===== src/rtl/output_port_arbiter.sv =====
// output_port_arbiter: round-robin packet arbiter locking one of four requesters onto a registered output
module output_port_arbiter #(
  parameter int WIDTH = 8,
  localparam int NREQ = 4
) (
  input  logic                  clk,
  input  logic                  rst_n,
  input  logic [NREQ-1:0]       in_valid,
  input  logic [NREQ-1:0]       in_last,
  input  logic [NREQ*WIDTH-1:0] in_data,
  output logic [NREQ-1:0]       in_ready,
  output logic                  out_valid,
  output logic                  out_last,
  output logic [WIDTH-1:0]      out_data,
  input  logic                  out_ready,
  output logic [1:0]            win,
  output logic                  busy
);
  typedef enum logic {IDLE, LOCKED} state_t;
  state_t state;
  logic [1:0] ptr, grant;
  logic xfer, xlast;
  logic [WIDTH-1:0] xdata;
  // first requester at or above ptr, wrapping; scanning downward lets the nearest one win
  always_comb begin
    grant = ptr;
    for (int k = NREQ - 1; k >= 0; k--)
      if (in_valid[2'(ptr + 2'(k))]) grant = 2'(ptr + 2'(k));
  end
  assign in_ready = (state == LOCKED && (!out_valid || out_ready)) ? 4'b0001 << win : '0;
  assign xfer     = |(in_valid & in_ready);
  assign xlast    = in_last[win];
  assign xdata    = in_data[win*WIDTH +: WIDTH];
  // arbitration FSM and output register; data/last hold after the flit drains
  always_ff @(posedge clk or negedge rst_n) begin
    if (!rst_n) begin
      state     <= IDLE;
      ptr       <= '0;
      win       <= '0;
      busy      <= 1'b0;
      out_valid <= 1'b0;
      out_last  <= 1'b0;
      out_data  <= '0;
    end else begin
      if (xfer) begin
        out_valid <= 1'b1;
        out_last  <= xlast;
        out_data  <= xdata;
      end else if (out_ready) out_valid <= 1'b0;
      if (state == IDLE && |in_valid) begin
        state <= LOCKED;
        busy  <= 1'b1;
        win   <= grant;
      end else if (state == LOCKED && xfer && xlast) begin
        state <= IDLE;
        busy  <= 1'b0;
        ptr   <= win + 2'd1;
      end
    end
  end
endmodule


===== config.mk =====
export PLATFORM = sky130hd
export DESIGN_NAME = output_port_arbiter
export DESIGN_NICKNAME = d
export VERILOG_FILES = /design/src/rtl/output_port_arbiter.sv
export SDC_FILE = /design/constraint.sdc
export NUM_CORES = 1
export LEC_CHECK = 0
export CAP_MARGIN = 10
export CORE_MARGIN = 8
export CORE_UTILIZATION = 41
export CTS_BUF_LIST = sky130_fd_sc_hd__clkbuf_4 sky130_fd_sc_hd__clkbuf_8
export CTS_CLUSTER_DIAMETER = 80
export DETAILED_ROUTE_END_ITERATION = 8
export HOLD_SLACK_MARGIN = 0.03
export PLACE_DENSITY = 0.91
export SLEW_MARGIN = 10
export SYNTH_ARGS = -nofsm -noshare
export SYNTH_HDL_FRONTEND = slang
export SYNTH_SLANG_ARGS = --single-unit

===== constraint.sdc =====
create_clock -name clk -period 5.5 [get_ports clk]
set_input_delay 0.825 -clock clk [delete_from_list [all_inputs] [get_ports clk]]
set_output_delay 0.825 -clock clk [all_outputs]
set_load 0.1 [all_outputs]

==> impl_metrics.env <==
export IMPL_row_count=17
export IMPL_fmaxAchievable_mhz=273.0
export IMPL_cpMaxStageDelayCell="clkdlybuf4s50_1"
export IMPL_place_area_um2=1600
export IMPL_first_pass_iters=4
export IMPL_crit_type="in -> out"
export IMPL_preCtsSetupSlack_ns=1.828
export IMPL_post_cts_repair_setup_buffers=0
export IMPL_worst_endpoint_required_ns=4.68
export IMPL_detailedPlacementHpwl_um=2645
export IMPL_ff2ff_setup_slack_ns=3.05
export IMPL_finalSetupTns_ns=0
export IMPL_design_area_um2=1630
export IMPL_synth_seq_cells=15
export IMPL_ctsRootBufferMaster="clkbuf_4"
export IMPL_tritoncts_num_buffers=3
export IMPL_detail_route_antenna_nets=0
export IMPL_clock_insertion_delay_worst_skew_ns=0.29
export IMPL_die_x_um=65.01
export IMPL_grt_overflow_total=0
export IMPL_run_status="completed"
export IMPL_cts_htree_levels=1
export IMPL_mappedNetlistArea_um2=984.7
export IMPL_slew_headroom_pct=32.99
export IMPL_crit_end="in_ready[0]"
export IMPL_max_cap_viol_count=0
export IMPL_crit_path_cell_trace="clkdlybuf4s50_1 > nand2b_1 > and3_1 > clkdlybuf4s50_1"
export IMPL_worstPathMaxFanout=6
export IMPL_post_route_cells_drive_above_1_share_pct=18.52
export IMPL_detailedRoute_firstIterationViolations=33
export IMPL_design_final_nets=183
export IMPL_timing_critical_path_slowest_cell_delay_ns=1.13
export IMPL_worst_r2r_startpoint="win[0]"
export IMPL_route_detailed_drc=0
export IMPL_placement_io_buffers=59
export IMPL_floorplan_die_height_um=65.01
export IMPL_cell_family_with_the_largest_share_of_critical_path_delay="buffers and inverters"
export IMPL_worstSetupEndpointType="output port"
export IMPL_grt_start_max_net_pins=16
export IMPL_crit_start_category="input port"
export IMPL_setup_repair_after_global_routing_missed_its_margin="no"
export IMPL_setup_violations_final=0
export IMPL_final_min_clock_period_ns=3.663
export IMPL_syn_mean_instance_area_um2=13.31
export IMPL_area_growth_synth_to_final_pct=65.57
export IMPL_finalCritPeriodShare_pct=66.60
export IMPL_avgRoutedWirePerCell_um=19.39
export IMPL_number_of_max_slew_violations_in_the_final_report=0
export IMPL_cts_repair_resize_count=0
export IMPL_worst_slew_pin_transition_ns=1.002
export IMPL_yosysWarnings=0
export IMPL_final_setup_worst_slack_ns=1.837
export IMPL_worstPathArrival_ns=2.84
export IMPL_path_clk_slew_ns=0.09
export IMPL_floorplan_die_area_um2=4226
export IMPL_synthDistinctLibCells=23
export IMPL_finalWeightedCongestion=0.8190
export IMPL_ys_seq_area_share_pct=38.12
export IMPL_worst_hold_path_type="reg -> reg"
export IMPL_cts_tree="done"
export IMPL_cts_hold_buf=0
export IMPL_wirelength_um=3161
export IMPL_worst_r2r_cell_count=6
export IMPL_worst_path_stages=4
export IMPL_grt_pass1_vias=1104
export IMPL_num_antenna_cells=0
export IMPL_fin_worst_skew_ns=0.001529
export IMPL_worst_path_buf_inv=2
export IMPL_clockBufferDepth=2
export IMPL_avgViaCountPerCell=5.571
export IMPL_io_pins=60
export IMPL_crit_path_from="out_ready"
export IMPL_layout_commonest_cell="clkdlybuf4s50_1"
export IMPL_syn_num_nets=121
export IMPL_clk_sink_count=15
export IMPL_hold_viol_final=0
export IMPL_netlist_instances=74
export IMPL_antenna_violations_before_repair=0
export IMPL_most_frequent_cp_cell="clkdlybuf4s50_1"
export IMPL_core_area_um2=2233
export IMPL_routed_via_count=908
export IMPL_initial_utilization_pct=44.09
export IMPL_commonest_non_fill_non_tap_cells_in_the_layout="59 x clkdlybuf4s50_1, 15 x dfrtp_1, 9 x mux4_2, 9 x mux2_2, 6 x inv_1"
export IMPL_grt_pass1_wl_um=5071
export IMPL_grt_total_usage_pct=15.68
export IMPL_reg2reg_to="ptr[1]"
==> cell families after synthesis <==
| kind of cell | after synthesis | share of synthesized area [%] |
|---|---|---|
| simple gates | 13 | 8.512 |
| compound gates | 13 | 10.55 |
| mux | 21 | 34.43 |
| buf+inv | 8 | 3.304 |
| flops | 15 | 38.12 |
| fa+ha+maj | 4 | 5.083 |
==> routing by layer <==
metal	GRT usage (%)	vias to the layer above	part of all wire, %
met1	13.40	441	31
met5	0	-	0
met2	28.94	51	54
li1	-	405	-
met3	7.216	11	11
met4	9.537	0	3.8
==> synthesized netlist by cell type <==
cell      instances  area (um2)
mux2_4            1       15.01
mux2_2            9       101.4
nand2b_1          3       18.77
a22o_1            2       17.52
mux4_2            9       202.7
nand2_1           1       3.750
buf_2             2       10.01
and3_1            4       25.02
inv_1             6       22.52
o32ai_1           1       8.760
a21o_1            2       15.01
o211ai_4          1       21.27
dfrtp_1          15       375.4
nor4_1            1       6.260
nor2_1            1       3.750
o21ai_0           2       10.01
mux2i_1           2       20.02
o22ai_1           1       6.260
nor2b_4           1       13.76
a222oi_1          1       10.01
ha_1              4       50.05
a21oi_1           3       15.01
nor2b_1           2       12.51
==> layout make-up <==
| type | instances | area [um2] |
|---|---|---|
| fill | 164 | 603.1 |
| clock buffer | 4 | 30.03 |
| inverter | 6 | 22.52 |
| multi-input combinational | 51 | 576.8 |
| tap | 28 | 35.03 |
| sequential | 15 | 375.4 |
| timing repair buffer | 59 | 590.6 |
==> registers in the layout (all words and copies together), names as in the netlist <==
register	count
out_data	8
ptr	2
win	2
out_last	1
out_valid	1
state	1
==> worst min-delay path by stage <==
stage | cells after the start | end | startpoint | slack (ns)
after floorplan | 0 | out_data[0] | rst_n | 0.53
after global placement | 1 | out_last | out_last | 0.46
after detailed placement | 1 | out_last | out_last | 0.49
after CTS | 1 | out_data[6] | out_data[6] | 0.51
after global routing | 1 | out_data[7] | out_data[7] | 0.54
final | 1 | out_last | out_last | 0.51
==> stage by stage <==
step	hold WS [ns]	instances	utilization, %
floorplan	0.5294	74	-
global placement	0.4637	159	71.65
detailed placement	0.4870	159	71.65
CTS	0.5131	163	73.00
global route	0.5354	163	73.00
finish	0.5051	163	73.00
Power is not shown: default switching activity piles up to over one toggle a cycle in this logic, so the estimate is an artifact.
